**config.mk**
```make
export PLATFORM = sky130hd
export DESIGN_NAME = cache_arbiter_flat
export DESIGN_NICKNAME = d
export VERILOG_FILES = /design/src/rtl/cache_arbiter_pkg.sv /design/src/rtl/cache_arbiter_if.sv /design/src/rtl/cache_arbiter.sv /design/src/flat_wrapper.sv
export SDC_FILE = /design/constraint.sdc
export NUM_CORES = 1
export LEC_CHECK = 0
export CAP_MARGIN = 5
export CORE_AREA = 2 2 543 545
export CTS_BUF_LIST = sky130_fd_sc_hd__clkbuf_8 sky130_fd_sc_hd__clkbuf_16
export DETAILED_ROUTE_END_ITERATION = 7
export DIE_AREA = 0 0 545 547
export PLACE_DENSITY = 0.3
export SETUP_SLACK_MARGIN = 0.2
export SLEW_MARGIN = 20
export SYNTH_ARGS = -nofsm -noshare
export SYNTH_HDL_FRONTEND = slang
export SYNTH_SLANG_ARGS = --single-unit
```
**constraint.sdc**
```tcl
create_clock -name clk -period 2.4 [get_ports clk]
set_input_delay 0.6 -clock clk [delete_from_list [all_inputs] [get_ports clk]]
set_output_delay 0.6 -clock clk [all_outputs]
set_load 0.05 [all_outputs]
```
**src/rtl/cache_arbiter_pkg.sv**
```systemverilog
// ----------------------------------------------------------------------------
// arb_pkg
// Shared types and default widths for the cache arbiter.
//   arb_state_t : arbiter FSM states (idle, serving I-side, serving D-side)
//   arb_op_t    : latched memory operation for a D-side grant
//   LINE_W      : cache line width in bits
//   ADDR_W      : physical address width
// ----------------------------------------------------------------------------
package arb_pkg;

  localparam int LINE_W = 256;
  localparam int ADDR_W = 32;

  typedef enum logic [1:0] {
    ARB_IDLE,
    ARB_I,
    ARB_D
  } arb_state_t;

  typedef enum logic {
    ARB_OP_READ,
    ARB_OP_WRITE
  } arb_op_t;

endpackage

```
**src/rtl/cache_arbiter_if.sv**
```systemverilog
// ----------------------------------------------------------------------------
// cache_arbiter_if
// Bundles the I-cache miss port, the D-cache miss port and the shared
// line-wide memory port seen by the arbiter.
//   modport master : the arbiter (it masters the shared memory port and
//                    answers both cache ports)
//   modport slave  : the surroundings (caches + cacheline adaptor)
// Signals:
//   i_read/i_address -> i_rdata/i_resp            I-cache line read
//   d_read/d_write/d_address/d_wdata -> d_rdata/d_resp   D-cache line read/writeback
//   mem_read/mem_write/mem_address/mem_wdata -> mem_rdata/mem_resp  shared port
// ----------------------------------------------------------------------------
interface cache_arbiter_if #(
  parameter int LINE_W = arb_pkg::LINE_W,
  parameter int ADDR_W = arb_pkg::ADDR_W
) ();

  logic              i_read;
  logic [ADDR_W-1:0] i_address;
  logic [LINE_W-1:0] i_rdata;
  logic              i_resp;

  logic              d_read;
  logic              d_write;
  logic [ADDR_W-1:0] d_address;
  logic [LINE_W-1:0] d_wdata;
  logic [LINE_W-1:0] d_rdata;
  logic              d_resp;

  logic              mem_read;
  logic              mem_write;
  logic [ADDR_W-1:0] mem_address;
  logic [LINE_W-1:0] mem_wdata;
  logic [LINE_W-1:0] mem_rdata;
  logic              mem_resp;

  modport master (
    input  i_read, i_address, d_read, d_write, d_address, d_wdata,
           mem_rdata, mem_resp,
    output i_rdata, i_resp, d_rdata, d_resp,
           mem_read, mem_write, mem_address, mem_wdata
  );

  modport slave (
    output i_read, i_address, d_read, d_write, d_address, d_wdata,
           mem_rdata, mem_resp,
    input  i_rdata, i_resp, d_rdata, d_resp,
           mem_read, mem_write, mem_address, mem_wdata
  );

endinterface

```
**src/rtl/cache_arbiter.sv**
```systemverilog
// ----------------------------------------------------------------------------
// cache_arbiter
// Serialises I-cache line reads and D-cache line reads/writebacks onto one
// shared line-wide memory port. One transaction at a time: the winner's
// address/data/op are latched in ARB_IDLE, held on the memory port until
// mem_resp, and the response is routed back to the winner in the same cycle.
//
// Ports:
//   clk  : clock, all state on the rising edge
//   rst  : asynchronous active-low reset
//   bus  : cache_arbiter_if.master (both cache ports + shared memory port)
//
// Configuration macro: ARB_ROUND_ROBIN_EN
//   undefined : fixed priority, D-side wins a tie
//   defined   : a tie goes to the side not served by the previous grant
// ----------------------------------------------------------------------------
module cache_arbiter
  import arb_pkg::*;
(
  input logic              clk,
  input logic              rst,
  cache_arbiter_if.master  bus
);

  arb_state_t        state_q, state_d;
  arb_op_t           op_q, op_d;
  logic [ADDR_W-1:0] addr_q, addr_d;
  logic [LINE_W-1:0] wdata_q, wdata_d;

  logic d_req;
  logic grant_d;   // in ARB_IDLE: the D-side wins this cycle

  assign d_req = bus.d_read | bus.d_write;

`ifdef ARB_ROUND_ROBIN_EN
  // 1 = D-side received the most recent grant. Reset to D so that the first
  // tie after reset goes to the I-side.
  logic last_d_q, last_d_d;

  assign grant_d = d_req & (~bus.i_read | ~last_d_q);

  always_comb begin
    last_d_d = last_d_q;
    if (state_q == ARB_IDLE && (d_req || bus.i_read)) begin
      last_d_d = grant_d;
    end
  end

  always_ff @(posedge clk or negedge rst) begin
    if (!rst) begin
      last_d_q <= 1'b1;
    end else begin
      last_d_q <= last_d_d;
    end
  end
`else
  assign grant_d = d_req;
`endif

  // State and transaction latches
  always_ff @(posedge clk or negedge rst) begin
    if (!rst) begin
      state_q <= ARB_IDLE;
      op_q    <= ARB_OP_READ;
      addr_q  <= '0;
      wdata_q <= '0;
    end else begin
      state_q <= state_d;
      op_q    <= op_d;
      addr_q  <= addr_d;
      wdata_q <= wdata_d;
    end
  end

  // Next-state and capture of the winning request
  always_comb begin
    state_d = state_q;
    op_d    = op_q;
    addr_d  = addr_q;
    wdata_d = wdata_q;
    unique case (state_q)
      ARB_IDLE: begin
        if (grant_d) begin
          state_d = ARB_D;
          addr_d  = bus.d_address;
          wdata_d = bus.d_wdata;
          // read+write together is illegal; the writeback takes precedence
          op_d    = bus.d_write ? ARB_OP_WRITE : ARB_OP_READ;
        end else if (bus.i_read) begin
          state_d = ARB_I;
          addr_d  = bus.i_address;
          op_d    = ARB_OP_READ;
        end
      end
      // The adaptor cannot abort, so a dropped request still runs to mem_resp.
      ARB_I, ARB_D: begin
        if (bus.mem_resp) begin
          state_d = ARB_IDLE;
        end
      end
      default: state_d = ARB_IDLE;
    endcase
  end

  // Outputs: strobes from state, completions combinational with mem_resp
  always_comb begin
    bus.mem_read  = 1'b0;
    bus.mem_write = 1'b0;
    bus.i_resp    = 1'b0;
    bus.d_resp    = 1'b0;
    unique case (state_q)
      ARB_I: begin
        bus.mem_read = 1'b1;
        bus.i_resp   = bus.mem_resp;
      end
      ARB_D: begin
        bus.mem_read  = (op_q == ARB_OP_READ);
        bus.mem_write = (op_q == ARB_OP_WRITE);
        bus.d_resp    = bus.mem_resp;
      end
      default: ;
    endcase
  end

  assign bus.mem_address = addr_q;
  assign bus.mem_wdata   = wdata_q;
  assign bus.i_rdata     = bus.mem_rdata;
  assign bus.d_rdata     = bus.mem_rdata;

endmodule

```
**src/flat_wrapper.sv**
```systemverilog
// flat-port wrapper written by rule: the top's interface ports become plain ports
module cache_arbiter_flat import arb_pkg::*;
  (clk, rst, bus_i_read, bus_i_address, bus_d_read, bus_d_write, bus_d_address, bus_d_wdata, bus_mem_rdata, bus_mem_resp, bus_i_rdata, bus_i_resp, bus_d_rdata, bus_d_resp, bus_mem_read, bus_mem_write, bus_mem_address, bus_mem_wdata);
  cache_arbiter_if bus_i ();
  input logic clk;
  input logic rst;
  input wire logic [$bits(bus_i.i_read)-1:0] bus_i_read;
  input wire logic [$bits(bus_i.i_address)-1:0] bus_i_address;
  input wire logic [$bits(bus_i.d_read)-1:0] bus_d_read;
  input wire logic [$bits(bus_i.d_write)-1:0] bus_d_write;
  input wire logic [$bits(bus_i.d_address)-1:0] bus_d_address;
  input wire logic [$bits(bus_i.d_wdata)-1:0] bus_d_wdata;
  input wire logic [$bits(bus_i.mem_rdata)-1:0] bus_mem_rdata;
  input wire logic [$bits(bus_i.mem_resp)-1:0] bus_mem_resp;
  output wire logic [$bits(bus_i.i_rdata)-1:0] bus_i_rdata;
  output wire logic [$bits(bus_i.i_resp)-1:0] bus_i_resp;
  output wire logic [$bits(bus_i.d_rdata)-1:0] bus_d_rdata;
  output wire logic [$bits(bus_i.d_resp)-1:0] bus_d_resp;
  output wire logic [$bits(bus_i.mem_read)-1:0] bus_mem_read;
  output wire logic [$bits(bus_i.mem_write)-1:0] bus_mem_write;
  output wire logic [$bits(bus_i.mem_address)-1:0] bus_mem_address;
  output wire logic [$bits(bus_i.mem_wdata)-1:0] bus_mem_wdata;
  assign bus_i.i_read = bus_i_read;
  assign bus_i.i_address = bus_i_address;
  assign bus_i.d_read = bus_d_read;
  assign bus_i.d_write = bus_d_write;
  assign bus_i.d_address = bus_d_address;
  assign bus_i.d_wdata = bus_d_wdata;
  assign bus_i.mem_rdata = bus_mem_rdata;
  assign bus_i.mem_resp = bus_mem_resp;
  assign bus_i_rdata = bus_i.i_rdata;
  assign bus_i_resp = bus_i.i_resp;
  assign bus_d_rdata = bus_i.d_rdata;
  assign bus_d_resp = bus_i.d_resp;
  assign bus_mem_read = bus_i.mem_read;
  assign bus_mem_write = bus_i.mem_write;
  assign bus_mem_address = bus_i.mem_address;
  assign bus_mem_wdata = bus_i.mem_wdata;
  cache_arbiter u_core (.clk(clk), .rst(rst), .bus(bus_i));
endmodule
```
; Word-level counts from Yosys, hierarchy flattened
; Index checks and enable logic that the tools add are counted.
[classes]
eq_ne = 4
mux = 13
bitwise_logic = 2
n_reduce_logical = 6
[ops]
columns = op, n
row1 = 32-bit two-way mux, 2
row2 = 1-bit two-way mux, 6
row3 = 2-bit two-way mux, 3
row4 = 2-bit AND reduction, 3
row5 = 2-bit case mux with 2 select lines, 1
row6 = 3-bit by 2-bit inequality test with 1-bit output (second input constant), 1
row7 = 2-bit by 1-bit equality test with 1-bit output (second input constant), 1
row8 = 2-bit equality test (second input constant), 1
row9 = 2-bit logical NOT, 1
row10 = 2-bit inequality test (second input constant), 1
row11 = 1-bit case mux with 2 select lines, 1
row12 = 2-bit nonzero test, 1
row13 = 2-bit OR reduction, 1
row14 = 1-bit NOT, 1
row15 = 1-bit bitwise OR, 1
[word_totals]
regBits = 291
out_inout_bits = 804
wordCells = 29

; Logic depth before layout (Yosys ltp)
; Gate-level depths: netlist (run 1).
[logic_depth]
word_depth = 4
mapped_depth = 7
depth_no_buf = 5

; Worst setup path after synthesis (run 1)
; Ideal clock, no wire load.
[synth_timing]
kind = register -> output
start = register u_core.state_q[0]
end = output port bus_mem_read
t_arrival_ns = 1.131
required_time_ns = 1.800
slack_ns = 0.669
path_stages_with_launch = 5
path_buffers = 0
path_cell_list = dfrtp_1 inv_1 ha_1 nor2b_1 o21a_1
[synth_via]
elab_chain_len = 2
word_cells_on_any_way = 3
[synth_lines]
columns = element, line
row1 = start: declaration, cache_arbiter.sv:25  ; arb_state_t state_q, state_d;
row2 = start signal: assignment, cache_arbiter.sv:68  ; state_q <= state_d;
row3 = 2-bit equality test / 2-bit by 1-bit equality test with 1-bit output (equally long branches), cache_arbiter.sv:111  ; unique case (state_q)
row4 = 1-bit case mux with 2 select lines *, cache_arbiter.sv:111
row5 = end: declaration, flat_wrapper.sv:19  ; output wire logic [$bits(bus_i.mem_read)-1:0] bus_mem_read;
; Every way passes the cells marked *; elsewhere a longest branch is shown, timed or not.

; Final worst setup path (run 1)
[layout_timing]
start = register u_core.state_q[1]
end = output port bus_mem_read
; Same word-level chain as after synthesis.

==> out/summary.md, run 1 <==
### Timing
- Min Clock Period, post-route: 2.40 ns
- worst setup slack after layout: -0.00477 ns
- RSZ-0062 raised after global routing: true
- final setup violation count: 1
- final setup skew: 0.0334 ns
- worst-margin pin slew: 0.596 ns
- number of hold violations in the final report: 0
- Final Cycle Share: 1.00
- maximum clock frequency: 0.416 GHz
- setup TNS: -0.00477 ns
- final slew viol count: 0
- relative slew slack: 0.603

### Logic synthesis
- area share of the leading cell type in the synthesized netlist: 0.447
- gate count after technology mapping: 1215
- warning count from the yosys run: 0
- cell type with the highest aggregate area in the netlist: sky130_fd_sc_hd__dfrtp_1
- synthesized area per cell: 13.4 um2
- Post-synth top flop: sky130_fd_sc_hd__dfrtp_1
- Syn Nets: 1800
- number of unique standard cell types used by synthesis: 24
- dominant cells by area after synthesis: sky130_fd_sc_hd__dfrtp_1 45%, sky130_fd_sc_hd__buf_4 24%, sky130_fd_sc_hd__mux2_4 22%
- post-synthesis instance area: 16300 um2
- proportion of synthesized chip area in sequential cells: 0.447
- synthesis-stage register bit count: 291
- number of synthesized flops with an enable pin: 0
- Post-synth ARST share: 1.00

### CTS
- clock sink total: 291
- Clock Root Buffer: sky130_fd_sc_hd__clkbuf_16
- clock transition time at the flip-flop clock pins of the worst setup and hold paths: 0.06 ns
- H-tree depth: 2
- buffer levels on the longest clock path: 3
- clock buffer count from CTS: 42
- clock latency on the worst-skew pair: 0.66 ns
- clock tree from TritonCTS: built

### Die
- number of placement rows: 199
- Die W: 545 um
- Boundary Pins: 1386
- vertical die dimension: 547 um
- area of the die: 298000 um2
- Initial Util: 0.0556
- area of the core region: 293000 um2

### Placed design
- post-placement worst setup slack: -0.0862 ns
- HPWL after DPL: 107 mm
- GPL Wtd Cong: 0.754
- count of buffers from port buffering: 617

### Power and ir drop
- power density of the placed cells: 1570 nW/um2
- Internal Dissipation: 0.0199 W
- Lkg Pwr: 9.71 nW
- Clock power frac: 0.170
- power spent charging and discharging nets: 0.0192 W
- peak supply drop: 0.000607 V
- sum of internal, switching and leakage power: 0.0391 W
- relative contribution of sequential cells to total power: 0.233
- switching share of total power: 0.492
- Gate power share: 0.596

### Worst setup path
- crit-path cells: inv_2 > ha_4 > o21a_1 > buf_12
- CP max stage cell: sky130_fd_sc_hd__dfrtp_1
- startpoint of the worst setup timing path: u_core.state_q[1]
- stage delay of the slowest cell on the critical path: 0.42 ns
- Worst Path Class, Setup: reg -> out
- critical path data arrival time: 1.80 ns
- critical path buffer and inverter count: 2
- element type at the critical path start: flip-flop
- Worst Setup End Kind: output pin
- WP data required: 1.80 ns
- maximum fanout along the worst path: 3
- startpoint of the worst register-to-register path: u_core.state_q[1]
- kind of cell with the highest combined delay on the critical path: flip-flops

### Job
- max-cap violation count: 0

### Routing
- routed vias: 9534
- Total Wirelength: 121 mm
- first drt pass iteration count: 4
- initial DRC count: 376
- DRC violation count after routing: 0
- Post-DRT Antenna Nets: 0
- detailed-route vias per instance: 1.78
- final routed wire length divided by cell count: 22.6 um

### GRT
- GRT Total Usage: 0.0778
- initial antenna violation count: 21
- pin count of the biggest net entering global routing: 55
- first-pass GRT wire length: 146 mm
- final global-route overflow total: 0
- number of global-route vias before repair: 10500

### Final layout
- fraction of layout instances using a drive strength above 1: 0.391
- layout overhead on the synthesized area: 53.4%
- count of filler cells inserted in the layout: 33700
- leading cell type in the layout, fill and taps excluded: sky130_fd_sc_hd__clkdlybuf4s50_1
- most frequent cells in the layout: 324 x sky130_fd_sc_hd__clkdlybuf4s50_1, 291 x sky130_fd_sc_hd__dfrtp_1, 240 x sky130_fd_sc_hd__mux2_4
- nets@finish: 1980
- final core utilization: 0.0854

### Outcome
- run status: complete, but fails checks
- violated checks: negative setup slack

### Min path
- hold path start: u_core.bus.mem_address[10]
- kind of path behind the tightest hold check: reg -> reg

## path summary, 6_finish.rpt
kind                                         endpoint  slack, ns  cells after the start
setup / recovery                         bus_mem_read     -0.005                      4
hold / removal             u_core.bus.mem_address[10]       0.47                      2
setup reg to reg             u_core.bus.mem_wdata[58]       0.52                      7
hold reg to reg            u_core.bus.mem_address[10]       0.47                      2
max in group asynchronous    u_core.bus.mem_wdata[87]       1.13                      3
min in group asynchronous   u_core.bus.mem_wdata[152]       0.52                      2
## state kept, by name (all words and copies together), names as in the netlist
register                count
u_core.bus.mem_address     32
u_core.bus.mem_wdata      256
u_core.state_q              2
u_core.op_q                 1
## area by class of cell
| cell class | count | area (um2) | share of cell area |
|---|---|---|---|
| diodes | 3 | 7.51 | 0.000301 |
| clock buffers | 50 | 1160 | 0.0465 |
| clock inverters | 27 | 249 | 0.00997 |
| inverters | 2 | 7.51 | 0.000301 |
| multi-input cells | 372 | 4580 | 0.184 |
| flip-flops and latches | 291 | 7280 | 0.292 |
| well taps | 3919 | 4900 | 0.196 |
| repair buffers | 686 | 6780 | 0.271 |
## cells by family (layout without fill, tap and decap cells)
kind of cell / after synthesis / count (layout) / synth area share
buffers and inverters: 552 / 765 / 0.274
flip-flops: 291 / 291 / 0.447
multiplexers: 288 / 288 / 0.252
AND/OR/NAND/NOR: 42 / 42 / 0.0111
AO/OA/AOI/OAI: 39 / 39 / 0.0133
adder cells (fa/ha/maj): 3 / 3 / 0.00231
other: 0 / 3 / 0
## power by group through the flow
stage | logic (W) | registers, W | clock network (W)
after global placement | 0.0246 | 0.00928 | 0
after global routing | 0.0246 | 0.00946 | 0.00721
after detailed placement | 0.0246 | 0.00928 | 0
after CTS | 0.0239 | 0.00919 | 0.00710
final | 0.0233 | 0.00912 | 0.00666
after floorplan | 0.00939 | 0.0176 | 0
## routing by layer
| layer | share of wire | vias to the layer above | track usage |
|---|---|---|---|
| li1 | - | 3883 | - |
| met5 | 0.00050 | - | 0.00128 |
| met3 | 0.20 | 224 | 0.0671 |
| met1 | 0.27 | 4382 | 0.0603 |
| met4 | 0.038 | 4 | 0.0285 |
| met2 | 0.49 | 1041 | 0.138 |
## worst min-delay path: stages, from the launching register on
cell and delay, ns:
sky130_fd_sc_hd__dfrtp_1 0.33, sky130_fd_sc_hd__nand2_1 0.04, sky130_fd_sc_hd__o21ai_0 0.06
## synthesized netlist by cell type (all sizes together) (2+ instances only)
library cell and n:
mux2 256, nor2b 2, buf 548, a21oi 2, nand2 35, dfrtp 291
and2 3, inv 2, mux2i 32, ha 3, clkbuf 2, o21ai 33
## timing repair
| action | 4_1_cts | 5_1_grt |
|---|---|---|
| resized for setup | 400 | 14 |
| endpoints found under the hold margin | 27 | 0 |
| hold buffers | 1 | 0 |
| setup buffers | 1 | 5 |
| pin swaps | 1 | 3 |
| setup endpoints to repair | 204 | 15 |
## stage by stage
stage	cell area, um2	cells	hold slack, ns
final	25000	5350	0.474
after global routing	25000	5347	0.502
after CTS	24900	5342	0.449
after detailed placement	23500	5263	0.471
after global placement	23500	5263	0.468
after floorplan	16300	1215	0.304
(Power assumes the default switching activity.)
==> run 2, diff against run 1 <==
SETUP_SLACK_MARGIN = 0.15   (was 0.2)
clock period = 3.1 ns   (was 2.4 ns; I/O delays follow)
==> out/summary.md, run 2 (synthesis results as in run 1) <==
### Power and ir drop
- Lkg Pwr: 9.27 nW, -4.5%
- switching share of total power: 0.482, -0.0101
- power spent charging and discharging nets: 0.0148 W, -23%
- peak supply drop: 0.000678 V, +12%
- relative contribution of sequential cells to total power: 0.232, about the same
- power density of the placed cells: 1240 nW/um2, -21%
- Gate power share: 0.603, +0.007
- Clock power frac: 0.165, -0.005
- Internal Dissipation: 0.0158 W, -20%

### Die
- number of placement rows: 199, unchanged
- Die W: 545 um, unchanged
- area of the die: 298000 um2, unchanged
- Initial Util: 0.0556, unchanged
- area of the core region: 293000 um2, unchanged
- Boundary Pins: 1386, unchanged
- vertical die dimension: 547 um, unchanged

### Timing
- final setup skew: 0.0163 ns, -0.0171 ns
- worst-margin pin slew: 0.812 ns, +0.216 ns
- final slew viol count: 0, unchanged
- relative slew slack: 0.457, -0.146
- number of hold violations in the final report: 0, unchanged
- final setup violation count: 0, -1
- RSZ-0062 raised after global routing: false
- Min Clock Period, post-route: 2.84 ns
- setup TNS: 0 ns, +0.00477 ns
- Final Cycle Share: 0.916
- maximum clock frequency: 0.352 GHz

### GRT
- final global-route overflow total: 0, unchanged
- first-pass GRT wire length: 143 mm, -2.0%
- met2 GRT Util: 0.135, -0.00295
- GRT Max-Usage Layer: met2
- number of global-route vias before repair: 10300, -2.3%
- GR Layer Usage met3: 0.0695, +0.00236
- met1 track demand over resource in global routing: 0.0571, -0.00325
- GRT Total Usage: 0.0763, -0.00151
- initial antenna violation count: 26, +24%
- pin count of the biggest net entering global routing: 87, +58%

### Final layout
- final core utilization: 0.0845, -0.000821
- leading cell type in the layout, fill and taps excluded: sky130_fd_sc_hd__clkdlybuf4s50_1
- flip-flop count of the largest register, all copies and words added: 256, unchanged
- most frequent cells in the layout: 572 x sky130_fd_sc_hd__clkdlybuf4s50_1, 291 x sky130_fd_sc_hd__dfrtp_1, 240 x sky130_fd_sc_hd__mux2_4
- nets@finish: 1950, -1.5%
- fraction of layout instances using a drive strength above 1: 0.294, -0.0973
- area occupied by registers: 7280 um2, unchanged
- count of filler cells inserted in the layout: 33700, +0.015%
- area used by multi-input combinational logic: 4550 um2, -0.71%
- layout overhead on the synthesized area: 51.9%

### Worst setup path
- stage delay of the slowest cell on the critical path: 1.03 ns, +0.61 ns
- kind of cell with the highest combined delay on the critical path: buffers and inverters
- critical path data arrival time: 2.06 ns, +0.26 ns
- critical path buffer and inverter count: 1, -1
- element type at the critical path start: flip-flop
- WP data required: 2.32 ns, +0.52 ns
- Worst Setup End Kind: output pin
- CP max stage cell: sky130_fd_sc_hd__clkdlybuf4s50_1
- crit-path cells: clkdlybuf4s50_1
- Worst Path Class, Setup: reg -> out
- maximum fanout along the worst path: 2, -1

### Routing
- routed vias: 9420, -1.2%
- first drt pass iteration count: 4, unchanged
- final routed wire length divided by cell count: 22.4 um, -0.99%
- initial DRC count: 315, -16%
- Post-DRT Antenna Nets: 0, unchanged
- detailed-route vias per instance: 1.77, -0.66%
- Total Wirelength: 119 mm, -1.5%
- DRC violation count after routing: 0, unchanged

### CTS
- H-tree depth: 2, unchanged
- buffers inserted during post-CTS setup optimization: 0, -1
- number of hold-repair buffers added at the cts stage: 0, -1
- Post-CTS Resized: 0, -100%
- clock transition time at the flip-flop clock pins of the worst setup and hold paths: 0.06 ns, about the same
- clock latency on the worst-skew pair: 0.61 ns, -0.05 ns
- Clock Root Buffer: sky130_fd_sc_hd__clkbuf_16
- clock buffer count from CTS: 41, -2.4%
- buffer levels on the longest clock path: 3, unchanged
- clock sink total: 291, unchanged
- clock tree from TritonCTS: built

### Placed design
- count of buffers from port buffering: 617, unchanged
- HPWL after DPL: 106 mm, -1.2%
- GPL Wtd Cong: 0.732, -3.0%

### Outcome
- run status: finished, final reports clean

### Min path
- kind of path behind the tightest hold check: in -> async

### Job
- max-cap violation count: 0, unchanged

==> run 2: cell count changes in the layout (fill, tap and decap cells not counted), sizes merged, moves of 3 or more <==
| cell | previous run | this run |
|---|---|---|
| clkdlybuf4s50 | 324 | 572 |
| clkdlybuf4s15 | 135 | 0 |
| buf | 161 | 85 |
| dlygate4sd2 | 62 | 0 |
| inv | 18 | 11 |
| clkinv | 6 | 11 |
| clkbuf | 53 | 50 |
==> run 2: layout make-up <==
type / count / share of cell area
Clock buffer: 50 / 0.0465
Antenna cell: 5 / 0.000506
Multi-Input combinational cell: 372 / 0.184
Sequential cell: 291 / 0.294
Clock inverter: 25 / 0.0112
Tap cell: 3919 / 0.198
Inverter: 2 / 0.000304
Timing Repair Buffer: 657 / 0.265
==> run 2: path summary, 6_finish.rpt <==
path	start	to	slack [ns]	cells past startpoint
worst max-delay path	u_core.bus.mem_wdata[88]	bus_mem_wdata[88]	0.26	1
worst min-delay path	rst	u_core.bus.mem_wdata[206]	0.11	1
worst max register to register	u_core.state_q[1]	u_core.bus.mem_wdata[49]	1.05	6
worst min register to register	u_core.bus.mem_address[17]	u_core.bus.mem_address[17]	0.48	2
max in group asynchronous	rst	u_core.bus.mem_wdata[192]	2.03	2
min in group clk	u_core.bus.mem_address[17]	u_core.bus.mem_address[17]	0.48	2
==> run 2: per-stage QoR <==
stage | cell area [um2] | setup WS, ns | power [W] | hold slack, ns | cells
detailed placement | 23300 | 0.155 | 0.0261 | 0.472 | 5241
finish | 24700 | 0.261 | 0.0306 | 0.108 | 5321
CTS | 24700 | 0.159 | 0.0315 | 0.0893 | 5316
floorplan | 16300 | 1.14 | 0.0209 | 0.459 | 1215
global placement | 23300 | 0.184 | 0.0261 | 0.467 | 5241
global route | 24700 | 0.163 | 0.0322 | 0.108 | 5317
==> run 2: power groups by stage <==
stage,Clock (W),Combinational (W),Sequential (W)
6_report,0.00506,0.0185,0.00709
5_1_grt,0.00547,0.0194,0.00735
4_1_cts,0.00535,0.0190,0.00714
3_5_place_dp,0,0.0189,0.00719
3_3_place_gp,0,0.0189,0.00717
2_1_floorplan,0,0.00727,0.0136
==> run 2: routing by layer <==
metal | up-vias | part of all wire
li1 | 3826 | -
met1 | 4320 | 0.26
met2 | 1041 | 0.49
met3 | 229 | 0.21
met4 | 4 | 0.038
met5 | - | 0.00048
